$ cat src/rtl/vga_pkg.sv
`default_nettype none
// ============================================================================
// Module   : vga_pkg
// Brief    : 640x480@60 timing constants and VRAM geometry for the display
//            fetch path (4x4 pixel scaling, four 2-bit pixels per byte).
// Revision : 1.0 - initial release
// ============================================================================
package vga_pkg;

    localparam int VRAM_AW = 13;

    typedef logic [9:0]         count_t;
    typedef logic [VRAM_AW-1:0] vaddr_t;

    localparam count_t H_VISIBLE = 10'd640;
    localparam count_t H_FRONT   = 10'd16;
    localparam count_t H_SYNC    = 10'd96;
    localparam count_t H_BACK    = 10'd48;
    localparam count_t H_TOTAL   = H_VISIBLE + H_FRONT + H_SYNC + H_BACK;

    localparam count_t V_VISIBLE = 10'd480;
    localparam count_t V_FRONT   = 10'd10;
    localparam count_t V_SYNC    = 10'd2;
    localparam count_t V_BACK    = 10'd33;
    localparam count_t V_TOTAL   = V_VISIBLE + V_FRONT + V_SYNC + V_BACK;

    localparam int SCALE        = 4;
    localparam int PIX_PER_BYTE = 4;
    localparam int FETCH_PERIOD = SCALE * PIX_PER_BYTE;

    // A byte is addressed two dots before its group starts so that it can pass
    // through the registered VRAM port and into the shift register in time.
    localparam count_t     FETCH_LEAD  = 10'd2;
    localparam logic [3:0] FETCH_PHASE = 4'd14;
    localparam count_t     LAST_FETCH  = H_VISIBLE - count_t'(FETCH_PERIOD) - FETCH_LEAD;

endpackage
`default_nettype wire

$ cat src/rtl/vga_timing.sv
`default_nettype none
// ============================================================================
// Module   : vga_timing
// Brief    : Horizontal/vertical counters with pre-roll reset, sync/blank
//            decode of the current position and fetch/shift strobes for the
//            position about to be entered.
// Revision : 1.0 - initial release
// ============================================================================
module vga_timing
    import vga_pkg::*;
(
    input  logic       clk,
    input  logic       rst_n,
    output logic [9:0] hNext,
    output logic [9:0] vCount,
    output logic       lineEnd,
    output logic       fetchSlot,
    output logic       fetchWrap,
    output logic       loadNext,
    output logic       shiftNext,
    output logic       visible,
    output logic       hsyncN,
    output logic       vsyncN,
    output logic       blankV,
    output logic       frameOrigin
);

    localparam count_t c_HS_START = H_VISIBLE + H_FRONT;
    localparam count_t c_HS_END   = c_HS_START + H_SYNC - 10'd1;
    localparam count_t c_VS_START = V_VISIBLE + V_FRONT;
    localparam count_t c_VS_END   = c_VS_START + V_SYNC - 10'd1;

    count_t r_h;
    count_t r_v;
    count_t w_vNext;

    always_comb begin
        lineEnd = (r_h == H_TOTAL - 10'd1);
        hNext   = lineEnd ? 10'd0 : r_h + 10'd1;
        w_vNext = r_v;
        if (lineEnd) begin
            w_vNext = (r_v == V_TOTAL - 10'd1) ? 10'd0 : r_v + 10'd1;
        end
    end

    // Pre-roll at (798, 524): the line-start fetch slot for line 0.
    always_ff @(posedge clk or negedge rst_n) begin
        if (!rst_n) begin
            r_h <= H_TOTAL - 10'd2;
            r_v <= V_TOTAL - 10'd1;
        end else begin
            r_h <= hNext;
            r_v <= w_vNext;
        end
    end

    assign vCount    = r_v;
    assign fetchWrap = (hNext == H_TOTAL - 10'd2) &&
                       ((w_vNext == V_TOTAL - 10'd1) || (w_vNext < V_VISIBLE - 10'd1));
    assign fetchSlot = fetchWrap ||
                       ((hNext[3:0] == FETCH_PHASE) && (hNext <= LAST_FETCH) &&
                        (w_vNext < V_VISIBLE));
    assign loadNext  = (hNext[3:0] == 4'd0) && (hNext < H_VISIBLE) && (w_vNext < V_VISIBLE);
    assign shiftNext = (hNext[1:0] == 2'd0) && (hNext[3:2] != 2'd0);

    assign visible     = (r_h < H_VISIBLE) && (r_v < V_VISIBLE);
    assign hsyncN      = !((r_h >= c_HS_START) && (r_h <= c_HS_END));
    assign vsyncN      = !((r_v >= c_VS_START) && (r_v <= c_VS_END));
    assign blankV      = (r_v >= V_VISIBLE);
    assign frameOrigin = (r_h == 10'd0) && (r_v == 10'd0);

endmodule
`default_nettype wire

$ cat src/rtl/vga_fetch_ctrl.sv
`default_nettype none
// ============================================================================
// Module   : vga_fetch_ctrl
// Brief    : Display-side VRAM fetch controller: line base tracking, read
//            address scheduling, byte unpacking and registered VGA outputs.
// Revision : 1.0 - initial release
// ============================================================================
module vga_fetch_ctrl
    import vga_pkg::*;
#(
    parameter logic [12:0] BASE_ADDR      = 13'd0,
    parameter int          BYTES_PER_LINE = 40
)(
    input  logic        clk,
    input  logic        rst_n,
    output logic [12:0] displayAddr,
    input  logic [7:0]  displayRdData,
    output logic        hsync,
    output logic        vsync,
    output logic        pixelValid,
    output logic [1:0]  pixel,
    output logic        vblank,
    output logic        frameStart
);

    localparam vaddr_t c_LINE_STRIDE = vaddr_t'(BYTES_PER_LINE);

    logic [9:0] w_hNext;
    logic [9:0] w_vCount;
    logic       w_lineEnd;
    logic       w_fetchSlot;
    logic       w_fetchWrap;
    logic       w_loadNext;
    logic       w_shiftNext;
    logic       w_visible;
    logic       w_hsyncN;
    logic       w_vsyncN;
    logic       w_blankV;
    logic       w_frameOrigin;

    vaddr_t     r_lineBase;
    vaddr_t     w_nextLineBase;
    count_t     w_target;
    vaddr_t     w_group;
    logic [7:0] r_shift;

    vga_timing u_timing (
        .clk         (clk),
        .rst_n       (rst_n),
        .hNext       (w_hNext),
        .vCount      (w_vCount),
        .lineEnd     (w_lineEnd),
        .fetchSlot   (w_fetchSlot),
        .fetchWrap   (w_fetchWrap),
        .loadNext    (w_loadNext),
        .shiftNext   (w_shiftNext),
        .visible     (w_visible),
        .hsyncN      (w_hsyncN),
        .vsyncN      (w_vsyncN),
        .blankV      (w_blankV),
        .frameOrigin (w_frameOrigin)
    );

    // Base of the line following the current one; used both for the
    // line-start fetch at h=798 and for the line-end update.
    always_comb begin
        w_nextLineBase = r_lineBase;
        if (w_vCount == V_TOTAL - 10'd1) begin
            w_nextLineBase = BASE_ADDR;
        end else if ((w_vCount < V_VISIBLE) && (w_vCount[1:0] == 2'(SCALE - 1))) begin
            w_nextLineBase = r_lineBase + c_LINE_STRIDE;
        end
    end

    assign w_target = w_hNext + FETCH_LEAD;
    assign w_group  = vaddr_t'(w_target >> 4);

    always_ff @(posedge clk or negedge rst_n) begin
        if (!rst_n) begin
            r_lineBase  <= BASE_ADDR;
            displayAddr <= BASE_ADDR;
            r_shift     <= 8'd0;
            hsync       <= 1'b1;
            vsync       <= 1'b1;
            pixelValid  <= 1'b0;
            pixel       <= 2'd0;
            vblank      <= 1'b1;
            frameStart  <= 1'b0;
        end else begin
            if (w_lineEnd) begin
                r_lineBase <= w_nextLineBase;
            end

            if (w_fetchWrap) begin
                displayAddr <= w_nextLineBase;
            end else if (w_fetchSlot) begin
                displayAddr <= r_lineBase + w_group;
            end

            if (w_loadNext) begin
                r_shift <= displayRdData;
            end else if (w_shiftNext) begin
                r_shift <= {r_shift[5:0], 2'b00};
            end

            hsync      <= w_hsyncN;
            vsync      <= w_vsyncN;
            pixelValid <= w_visible;
            pixel      <= w_visible ? r_shift[7:6] : 2'd0;
            vblank     <= w_blankV;
            frameStart <= w_frameOrigin;
        end
    end

endmodule
`default_nettype wire

$ cat config.mk
export PLATFORM = sky130hd
export DESIGN_NAME = vga_fetch_ctrl
export DESIGN_NICKNAME = d
export VERILOG_FILES = /design/src/rtl/vga_pkg.sv /design/src/rtl/vga_timing.sv /design/src/rtl/vga_fetch_ctrl.sv
export SDC_FILE = /design/constraint.sdc
export NUM_CORES = 1
export LEC_CHECK = 0
export BUFFER_PORTS_ARGS = -buffer_cell sky130_fd_sc_hd__buf_2
export CORE_AREA = 5 5 92 94
export CTS_CLUSTER_SIZE = 16
export DETAILED_ROUTE_END_ITERATION = 10
export DIE_AREA = 0 0 97 99
export PLACE_DENSITY = 0.84
export RECOVER_POWER = 50
export SYNTH_ARGS = -nofsm -noshare
export SYNTH_HDL_FRONTEND = slang
export SYNTH_SLANG_ARGS = --single-unit
$ cat constraint.sdc
create_clock -name clk -period 4.01 [get_ports clk]
set_input_delay 0.802 -clock clk [delete_from_list [all_inputs] [get_ports clk]]
set_output_delay 0.802 -clock clk [all_outputs]
set_load 0.05 [all_outputs]
* Word level (Yosys, flattened, before mapping) *
Index checks and enable logic that the tools add are counted.
Widths: inputs -> output; s select.

cells by class
  eq/ne operators = 6
  shift-type cells = 0
  muxes and demuxes = 10
  $add $sub $neg = 5
  reductions and logical operators = 22
  div/mod/pow operators = 0
  bitwise operators = 0
  $lt $le $gt $ge = 11
  multiply operators = 0

operators with widths
  kind                   number
  $mux 13                4
  $eq 10x10->1 const B   4
  $lt 10x9->1 const B    3
  $mux 10                3
  $add 10x1->10 const B  2
  $ge 10x9->1 const B    2
  $le 10x10->1 const B   2
  $logic_not 10->1       2
  $lt 10x10->1 const B   2
  $mux 8                 2
  $add 13x6->13          1
  $add 13x6->13 const B  1
  $logic_and 1x1->1      11
  $add 10x2->10 const B  1
  $ge 10x10->1 const B   1
  $le 10x9->1 const B    1
  $reduce_bool 2->1      3
  $eq 4x4->1 const B     1
  $logic_not 4->1        1
  $eq 2x2->1 const B     1
  $logic_not 1->1        2
  $logic_not 2->1        1
  $logic_or 1x1->1       2
  $mux 2                 1

storage, ports and cells
  bits in writable memories = 0
  bits in latches = 0
  ROM bits = 0
  bits in registers = 61
  memories = 0
  input bits = 10

* Depth between registers and ports, before layout *
Gate-level depths: netlist of the first run.

  depth after elaboration = 9
  mapped depth = 17
  depth with buffers taken out = 17

* By module *
A second synthesis of the first run with hierarchy kept.

unflattened totals
  cell total of the unflattened synthesis = 455
  area, all modules = 4088.9 um2

modules (own cells, without submodules)
  module          area each (um2)  cells each  instances  sequential area each (um2)
  vga_fetch_ctrl  2519.9           269         1          1029.7
  vga_timing      1569.0           186         1          511.7

* Worst setup path before layout of the first run *
No wires, ideal clock.

  kind = register to register
  start = register u_timing.r_h[0]
  end = register displayAddr[12]
  path slack = 260 ps
  arrival = 3611 ps
  stages on the path, launching flop included = 18
  library setup time = 140 ps
  path buffers = 2
  path through = dfrtp_1 > ha_1 > and3_1 > buf_4 > and3_1 > buf_4 > a21oi_1 > xor2_1 > inv_1 > fa_1 > nor2b_1 > o21ai_0 > a21boi_0 > o21ai_0 > a2111oi_0 > xor2_1 > nand2b_1 > o211ai_1

between the ends
  word-level cells in the longest chain between the ends = 7

ends and longest elaborated chain
  element                                                RTL line                            RTL
  from (decl)                                            vga_timing.sv:33                    count_t r_h;
  from (signal assigned)                                 vga_timing.sv:49                    r_h <= H_TOTAL - 10'd2;
  from (signal assigned)                                 vga_timing.sv:52                    r_h <= hNext;
  $add 10x1->10 or $eq 10x10->1 (tied branches)          vga_timing.sv:39, vga_timing.sv:38
  $mux 10 *                                              vga_timing.sv:39                    hNext = lineEnd ? 10'd0 : r_h + 10'd1;
  net u_timing.hNext[5]                                  vga_timing.sv:14                    output logic [9:0] hNext,
  branches (longest 5 deep; another with $add 13x6->13)  --
  to (signal assigned)                                   vga_fetch_ctrl.sv:95                displayAddr <= w_nextLineBase;
  to (signal assigned)                                   vga_fetch_ctrl.sv:97                displayAddr <= r_lineBase + w_group;
  to (decl)                                              vga_fetch_ctrl.sv:16                output logic [12:0] displayAddr,

Mark *: on every way through the listed nets, which the timed path passes. The select of a mux whose other input is x is not followed.
A chain may end at the register's enable or synchronous reset.

* Final worst setup path of the first run *
  start = register u_timing.r_h[1]
  end = register displayAddr[8]

Same word-level chain as after synthesis.

==> impl_results.md, run 1 <==
- Syn Inst Count: 436
- TNS Setup: 0 ps
- Via/cell ratio: 6.051
- Post-route DRC violation count: 0
- Area fraction in compound gates after synthesis: around 16%
- Worst hold margin: between 400 and 500 ps
- Worst Hold Endpoint: pixel[1]
- Port bufs: 29
- Largest area contributor in the netlist: dfrtp_1
- Final Slew Violations: 47
- Largest family of logic cells by synthesized area: simple AND/OR/NAND/NOR gates
- FF-to-FF path depth: 17
- Via count: 3455
- Fin crit share: 92.35%
- Total power: ~1.3 mW
- CP max-delay cell: dfstp_2
- Hold Crit Depth: 1
- HPWL Detailed: between 6000 and 7000 um
- Antenna-violating nets left: 0
- Setup crit end kind: flip-flop
- Worst Hold Launch: r_shift[7]
- Required time of the critical path: ~4300 ps
- Critical path type: flip-flop to flip-flop
- Upper clock frequency limit: 270.0 MHz
- First-pass GRT wire length: 16550 um
- Skew final: 16.45 ps
- Remaining Overflow, GRT: 0
- Status: complete, but fails checks
- Initial antenna violation count: 0
- Starting density of the core: 52.98%
- Routed len/inst: 16.87 um
- Die Height: around 99 um
- CP Launch Type: flip-flop
- Reg2reg end: displayAddr[8]
- Clock Sinks: slightly above 60
- Count of final setup violators: 0
- FF+latch count, synth: 61
- Die W: 97 um
- Worst r2r src: u_timing.r_h[1]
- Area share of fa/ha/maj cells after synthesis: under 10%
- Htree depth: 3
- Vias in the first global route: 3469
- Number of buffers created by CTS: 9
- Final hold vios: 0
- Syn Area/Cell: about 9.2 sq um
- Fin crit period: 3703 ps
- GRT Overall Usage: 20.99%
- Site Rows: 32
- Violated checks: capacitance limit, slew limit
- Most common cell in the netlist: nand2_1
- Nets: 488
- Worst slew pin tran: 2448 ps
- Initial DRC count: 251
- Synth warn: 0
- Hold WC Path Type: flip-flop to flip-flop
- R2R setup slack: between 300 and 400 ps
- Critical-path maximum fanout: 6
- Simple-gate portion of the synthesized area: 23.06%
- Netlist cell types: between 70 and 80
- Synth top cells by count: nand2_1, dfrtp_1, inv_1, o21ai_0, nor2_1
- Core ar.: 7567 sq um
- GP Congestion: 0.9259
- Worst Path Arrival: 3980 ps
- Layout cells sized above 1: a little under a fifth
- MaxCap Viol Count: 1
- Synth area leaders: dfrtp_1, dfstp_2, nand2_1, mux2i_1, ha_1
- Mapped Area: 4009 sq um
- Leakage: 2.138 nW
- Iteration count of the initial detailed-routing pass: 6
- CTS Root Cell: clkbuf_8
- Total Wirelength: 9634 um
- Mux contribution to synthesized area: 4.526%
- Slew headroom: -63.20%
- Biggest cell delay along the critical path: 580 ps
- Pwr Density: 284.0 nW/um^2
- Post-synth ARST share: 100.0%
- Crit-path cells: ha_1 -> and3_1 -> xnor2_1 -> inv_1 -> and3_1 -> xor2_1 -> inv_1 -> fa_1 -> nor2b_1 -> o21ai_0 -> a21boi_1 -> o21ai_1 -> buf_4 -> a21oi_1 -> xor2_1 -> mux2i_1 -> mux2i_1
- Clk buf depth: 2
- CTS tree: done
- Reg clk slew, reported paths: 80 ps
- Peak supply drop: 0.1901 mV
- Xor and xnor area share after synthesis: 7.615%
- Synth-to-layout area growth: 11.08%
- Cts hold-fix bufs: 0
- Largest net degree at the start of global routing: 47
- Register area share after synthesis: 38.45%
- Clock Latency Late Sink: about 350 ps
- # diodes: 0
- Most used DFF post-synth: dfrtp_1
- Post-Syn Nets: 460
- Top cell type's share of synthesized area: about 30%
- Number of fill cells: 621
- Die area: 9603 sq um
- Number of flops mapped to enable cells by yosys: 0
- IO Pins: 30
[critical path, delay by kind of cell (launching register included)]
kind / cells / cell delay, ps
mux: 2 / 240
flops: 1 / 580
fa+ha+maj: 2 / 650
buf+inv: 3 / 370
simple gates: 3 / 550
xor+xnor: 3 / 600
compound gates: 4 / 650
[cells by family after synthesis]
kind of cell               after synthesis
xor gates and xnor gates                34
AOI/OAI and AO/OA                       93
adders and majority gates               14
DFF                                     61
buffers and inverters                   50
muxes                                   18
and+or+nand+nor                        166
[registers in the layout, indices dropped and copies added, names as in the netlist]
signal	count
hsync	1
vblank	1
u_timing.r_h	10
pixelValid	1
u_timing.vCount	10
pixel	2
r_lineBase	13
displayAddr	13
r_shift	8
frameStart	1
vsync	1
[per-stage QoR]
step	util (%)	setup slack, ps	area, sq um	instances
floorplan	-	259.7	4009	436
global placement	55.79	292.8	4222	554
detailed placement	55.79	152.4	4222	554
CTS	58.65	102.5	4438	570
global route	58.85	-10.59	4453	571
finish	58.85	306.6	4453	571
[worst max-delay path by stage]
stage	cells past startpoint	slack, ps	to	startpoint
CTS	16	100	displayAddr[12]	u_timing.r_h[1]
global placement	16	290	displayAddr[12]	u_timing.r_h[3]
floorplan	17	260	displayAddr[12]	u_timing.r_h[0]
detailed placement	16	150	displayAddr[12]	u_timing.r_h[3]
global route	17	-10	displayAddr[8]	u_timing.r_h[1]
finish	17	310	displayAddr[8]	u_timing.r_h[1]
[timing repair]
item	CTS	global route
endpoints found under the setup margin	0	5
setup buffers	0	1
resized for setup	0	6
endpoints found under the hold margin	0	0
[placed cells by master (no fill, tap or decap), types with 10 or more instances in the layout]
cell | Yosys | layout
nand2_1 | 55 | 55
dfrtp_1 | 49 | 49
buf_2 | 9 | 28
inv_1 | 25 | 25
o21ai_0 | 25 | 24
nor2_1 | 21 | 21
xor2_1 | 18 | 18
mux2i_1 | 17 | 17
xnor2_1 | 15 | 15
nand3_1 | 15 | 14
a21oi_1 | 14 | 14
ha_1 | 13 | 13
buf_4 | 4 | 12
dfstp_2 | 12 | 11
o21ai_1 | 9 | 10
clkbuf_8 | 0 | 10
[final cells by class]
class	instances	area [sq um]	share of cell area, %
Clock buffer	11	141.4	3.175
Clock inverter	5	75.07	1.686
Inverter	25	93.84	2.107
Multi-Input combinational cell	325	2236	50.21
Sequential cell	61	1541	34.62
Tap cell	102	127.6	2.866
Timing Repair Buffer	42	237.7	5.339
[routing by layer]
metal	share of wire (%)	global-route usage, %	vias to the layer above
li1	-	-	1606
met1	43	26.83	1674
met2	48	34.39	144
met3	5.7	4.034	31
met4	2.5	9.935	0
met5	0	0	-
[power by group]
part | total [mW] | switching [mW] | leakage, nW | internal, mW
registers | 0.624 | 0.00283 | 0.762 | 0.621
clock network | 0.615 | 0.251 | 0.113 | 0.364
logic | 0.0258 | 0.0194 | 1.26 | 0.00632
total | 1.26 | 0.274 | 2.14 | 0.991
Note: power is estimated with default switching activity, not from simulation.
==> inputs of run 2 (changes only) <==
- REMOVE_ABC_BUFFERS: default -> 1
==> impl_results.md, run 2 (synthesized netlist as in run 1, its figures left out) <==
- Hold WC Path Type: flip-flop to flip-flop
- Iteration count of the initial detailed-routing pass: 5
- Cts hold-fix bufs: 0
- Pwr Density: approximately 300 nW/um^2
- Setup crit end kind: flip-flop
- Synth-to-layout area growth: 11.92%
- RSZ-0062 raised after global routing: no
- Total Wirelength: 9620 um
- Routed len/inst: 16.88 um
- Worst hold margin: 490.2 ps
- Site Rows: 32
- CP max-delay cell: dfstp_2
- NetSw: 0.2746 mW
- Via/cell ratio: 5.930
- Die Height: 99 um
- Biggest cell delay along the critical path: 610 ps
- Place WS: 22.80 ps
- Die area: 9603 sq um
- Starting density of the core: 52.98%
- Layout Cells excl Fill: 570
- CP Launch Type: flip-flop
- Fin crit period: between 3000 and 4000 ps
- Critical path type: flip-flop to flip-flop
- Reg clk slew, reported paths: 80 ps
- Count of final setup violators: 0
- Violated checks: capacitance limit, slew limit
- Vias in the first global route: approximately 3300
- Initial antenna violation count: 0
- Length of routed met2 wiring: 4742 um
- Seq pwr share: 46.8%
- GRT Overall Usage: 20.53%
- IO Pins: 30
- Regs by FF count: displayAddr (13), r_lineBase (13)
- Final hold vios: 0
- CTS Root Cell: clkbuf_8
- Port bufs: 29
- Status: complete, but fails checks
- Peak supply drop: ~0.33 mV
- CTS tree: done
- Antenna-violating nets left: 0
- Final Slew Violations: 37
- GP Congestion: approximately 0.89
- Clock Power Share: between 50% and 60%
- HPWL Detailed: around 6700 um
- Worst Path Arrival: roughly 4000 ps
- Setup ws final: 184.3 ps
- Crit-path cells: a21bo_2 -> a211o_1 -> nand2_1 -> and2_1 -> xnor2_1 -> ha_1 -> inv_1 -> fa_1 -> nor2b_1 -> o21ai_0 -> a21boi_1 -> o21ai_2 -> a2111oi_2 -> xor2_1 -> nand2b_1 -> o211ai_1
- Routed met1 length: 4109 um
- Worst slew pin tran: 1909 ps
- Number of fill cells: roughly 630
- Combinational group share of total power: 1.9%
- Metal3 WL: 670 um
- Clock Latency Late Sink: 340 ps
- Number of buffers created by CTS: 9
- Setup bufs post-CTS: 0
- Layout cells sized above 1: 19.66%
- Most frequent cells in the layout: nand2_1, dfrtp_1, buf_2, inv_1, o21ai_0
- Highest metal used: met4
- MaxCap Viol Count: 1
- Initial DRC count: 254
- Upper clock frequency limit: 261.4 MHz
- Post-route DRC violation count: 0
- Fin crit share: 95.40%
- Critical-path maximum fanout: 8
- Commonest non-fill, non-tap cell in the layout: nand2_1
- Internal power: 1.057 mW
- FF-to-FF path depth: 16
- Slew headroom: -27.24%
- Nets: just under 500
- Switching Share: 20.62%
- Htree depth: 3
- Required time of the critical path: 4220 ps
- Die W: 97 um
- Clk buf depth: 2
- Leakage: 2.154 nW
- Post-Place Cells: around 550
- Largest net degree at the start of global routing: 37
- Hold Crit Depth: 1
- # diodes: 0
- Skew final: 9.528 ps
- Clock Sinks: just over 60
- Remaining Overflow, GRT: 0
- Via count: around 3400
- Core ar.: 7567 sq um
- TNS Setup: 0 ps
- First-pass GRT wire length: 16230 um
==> run 2: changes by cell type in the layout (fill, tap and decap cells not counted), sizes merged <==
cell	before	now
bufinv	2	3
clkinv	3	2
clkbuf	13	12
buf	40	39
inv	25	26
==> run 2: metal layers <==
layer	track usage, %	vias to the layer above
li1	-	1597
met1	27.20	1647
met2	33.70	124
met3	5.237	12
met4	5.292	0
met5	0	-
==> run 2: power by group through the flow <==
stage	sequential [mW]	combinational, mW	clock, mW
4_1_cts	0.624	0.0273	0.691
2_1_floorplan	0.638	0.00415	0
3_5_place_dp	0.635	0.0272	0
5_1_grt	0.624	0.0301	0.732
3_3_place_gp	0.634	0.0263	0
6_report	0.624	0.0253	0.683
==> run 2: final timing paths <==
path / from / end / slack, ps
worst max register to register: u_timing.r_h[3] / displayAddr[12] / 180
worst min-delay path: r_shift[7] / pixel[1] / 490
max in group asynchronous: rst_n / u_timing.r_h[0] / 890
min in group asynchronous: rst_n / displayAddr[11] / 980
worst min register to register: r_shift[7] / pixel[1] / 490
worst max-delay path: u_timing.r_h[3] / displayAddr[12] / 180
==> run 2: worst max-delay path, delay by kind of cell, from the launching register on <==
| family | cells | cell delay, ps |
|---|---|---|
| AND/OR/NAND/NOR | 4 | 600 |
| AO/OA/AOI/OAI | 7 | 1510 |
| adder cells (fa/ha/maj) | 2 | 630 |
| buffers and inverters | 1 | 60 |
| XOR/XNOR | 2 | 280 |
| flip-flops | 1 | 610 |
==> run 2: cell type report <==
class / count / area, sq um / share of cell area [%]
Multi-Input combinational cell: 325 / 2246 / 50.06
Sequential cell: 61 / 1543 / 34.38
Timing Repair Buffer: 41 / 230.2 / 5.131
Clock buffer: 10 / 137.6 / 3.067
Tap cell: 102 / 127.6 / 2.844
Clock inverter: 6 / 108.9 / 2.426
Inverter: 25 / 93.84 / 2.091
==> run 2: per-stage QoR <==
stage	util, %	cell area [sq um]	power (mW)
final	59.29	4487	1.332
after global routing	59.29	4487	1.386
after CTS	59.06	4469	1.342
after detailed placement	55.79	4222	0.6619
after global placement	55.79	4222	0.6607
after floorplan	-	3859	0.6419
==> run 2: repair_timing <==
item | 4_1_cts | 5_1_grt
pin swaps | 1 | 2
gates resized for setup | 1 | 8
endpoints found under the setup margin | 1 | 4
==> inputs of run 3 (changes only) <==
- ABC_AREA: default -> 1
==> impl_results.md, run 3 <==
- Die W: 97 um
- Status: complete, but fails checks
- Critical-path maximum fanout: 4
- Initial antenna violation count: 0
- Clk buf depth: 2
- HPWL Detailed: 7003 um
- Nets: 594
- Iteration count of the initial detailed-routing pass: 5
- Cts hold-fix bufs: 0
- First-pass GRT wire length: 16130 um
- Via count: 3634
- Fin crit share: between 90% and 100%
- Synth-to-layout area growth: 10.79%
- Reg clk slew, reported paths: 70 ps
- Site Rows: 32
- Required time of the critical path: 4310 ps
- Number of flops mapped to enable cells by yosys: 0
- Initial DRC count: 317
- Largest net degree at the start of global routing: 37
- # diodes: 0
- Core ar.: 7567 sq um
- Fin crit period: 3615 ps
- Synth area leaders: dfrtp_1, nand2_1, dfstp_2, inv_1, nand3_1
- Switching Share: between 20 and 25%
- Final Slew Violations: 37
- Vias in the first global route: 3511
- Slew headroom: -24.46%
- Die area: between 9000 and 10000 sq um
- Synth top cells by count: nand2_1, inv_1, nand3_1, dfrtp_1, nor2_1
- Clock Latency Late Sink: 350 ps
- IO Pins: 30
- DP Area: roughly 4200 sq um
- Most common cell in the netlist: nand2_1
- Clock Sinks: 61
- Regs by FF count: displayAddr (13), r_lineBase (13)
- Setup ws final: 394.8 ps
- Peak supply drop: around 0.19 mV
- Port bufs: 29
- GRT Overall Usage: 20.58%
- Place WS: 381.3 ps
- Internal power: 0.9923 mW
- MaxCap Viol Count: 1
- Largest area contributor in the netlist: dfrtp_1
- Top cell type's share of synthesized area: a little under a third
- Synth warn: 0
- Layout Cells excl Fill: 677
- Total power: 1.268 mW
- Antenna-violating nets left: 0
- Post-Place Cells: about 660
- Hold WC Path Type: flip-flop to flip-flop
- Total Wirelength: 9450 um
- Commonest non-fill, non-tap cell in the layout: nand2_1
- Number of buffers created by CTS: 9
- Post-route DRC violation count: 0
- Leakage: 2.274 nW
- GP Congestion: 1.001
- NetSw: 0.2760 mW
- Routed len/inst: between 10 and 15 um
- Via/cell ratio: 5.368
- Violated checks: capacitance limit, slew limit
- CTS Root Cell: clkbuf_8
- Skew final: 11.55 ps
- Critical path type: flip-flop to flip-flop
- CP Launch Type: flip-flop
- Register area share after synthesis: 38.63%
- Upper clock frequency limit: 276.6 MHz
- Combinational group share of total power: 2.1%
- Final hold vios: 0
- CTS tree: done
- Die Height: 99 um
- Most frequent cells in the layout: nand2_1, inv_1, nand3_1, dfrtp_1, nor2_1
- RSZ-0062 raised after global routing: no
- Seq pwr share: 49.0%
- Post-synth ARST share: 100.0%
- FF+latch count, synth: 61
- Starting density of the core: 52.73%
- Worst slew pin tran: between 1500 and 2000 ps
- Syn Inst Count: between 500 and 600
- Clock Power Share: 48.8%
- Setup bufs post-CTS: 0
- Worst Path Arrival: 3910 ps
- Most used DFF post-synth: dfrtp_1
- TNS Setup: 0 ps
- Syn Area/Cell: 7.403 sq um
- Remaining Overflow, GRT: 0
- Setup crit end kind: flip-flop
- Htree depth: 3
- Pwr Density: 286.9 nW/um^2
- Layout cells sized above 1: approximately 16%
- Count of final setup violators: 0
- Final Instance Area: 4420 sq um
- Netlist cell types: 40
- Mapped Area: 3990 sq um
run 3: cell count changes in the layout (fill, tap and decap cells not counted), moves of 10 or more:
cell,change
buf_4,-11
nand3_1,+41
inv_1,+52
nand2_2,+10
xnor2_1,-14
nor2_1,+16
nand2_1,+92
mux2i_1,-17
run 3: kinds of logic (layout without fill, tap and decap cells):
group,count (synthesis),after routing,synth area share [%]
flops,61,61,38.63
buf+inv,94,130,9.784
simple gates,296,296,34.87
xor+xnor,15,15,3.293
compound gates,59,59,8.843
fa+ha+maj,14,14,4.578
run 3: stage by stage:
| step | hold slack (ps) | util (%) |
|---|---|---|
| 3_5_place_dp | 483.2 | 55.47 |
| 4_1_cts | 498.4 | 58.43 |
| 5_1_grt | 542.7 | 58.42 |
| 2_1_floorplan | 460.1 | - |
| 3_3_place_gp | 472.6 | 55.47 |
| 6_report | 496.2 | 58.42 |
run 3: what timing repair did:
item,CTS,global route
setup endpoints to repair,0,3
resized for setup,0,5
endpoints found under the hold margin,0,0
run 3: layout make-up:
type	count	area, sq um
Clock buffer	10	137.6
Clock inverter	6	86.33
Fill cell	648	3147
Inverter	84	317.8
Multi-Input combinational cell	384	2062
Sequential cell	61	1541
Tap cell	102	127.6
Timing Repair Buffer	30	147.6
run 3: path summary, 6_finish.rpt:
check / from / end / slack [ps] / cells after the start
min: r_shift[6] / pixel[0] / 500 / 2
max reg2reg: u_timing.r_h[1] / displayAddr[10] / 390 / 23
max: u_timing.r_h[1] / displayAddr[10] / 390 / 23
min in group asynchronous: rst_n / r_shift[7] / 950 / 1
min reg2reg: r_shift[6] / pixel[0] / 500 / 2
max in group asynchronous: rst_n / u_timing.r_h[7] / 950 / 2
run 3: power by group through the flow:
stage / logic (mW) / clock network (mW) / registers, mW
after floorplan: 0.00504 / 0 / 0.637
after global placement: 0.0277 / 0 / 0.633
after detailed placement: 0.0288 / 0 / 0.633
after CTS: 0.0288 / 0.625 / 0.622
after global routing: 0.0317 / 0.657 / 0.622
final: 0.0269 / 0.619 / 0.622
run 3: critical path, cell delays in order (launching register included):
cell,delay [ps]
dfstp_1,550
ha_1,240
nand3_1,200
xor2_1,230
nor2_2,160
inv_1,80
nor2_2,110
inv_1,80
nor2_1,120
nand2_1,80
nand2_1,70
inv_1,40
ha_1,340
nand2_1,90
o21ai_2,180
a21oi_1,100
o21bai_1,240
nand2_1,160
nor2_1,140
xor2_1,150
nand2_1,60
nand2_1,60
nand2_1,60
nand2_1,50
run 3: per-layer routing:
layer	track usage, %	routed length (um)	part of all wire, %
met5	0	0	0
met4	8.531	193	2.0
met3	4.317	541	5.7
met2	34.13	4640	49
met1	26.24	4075	43
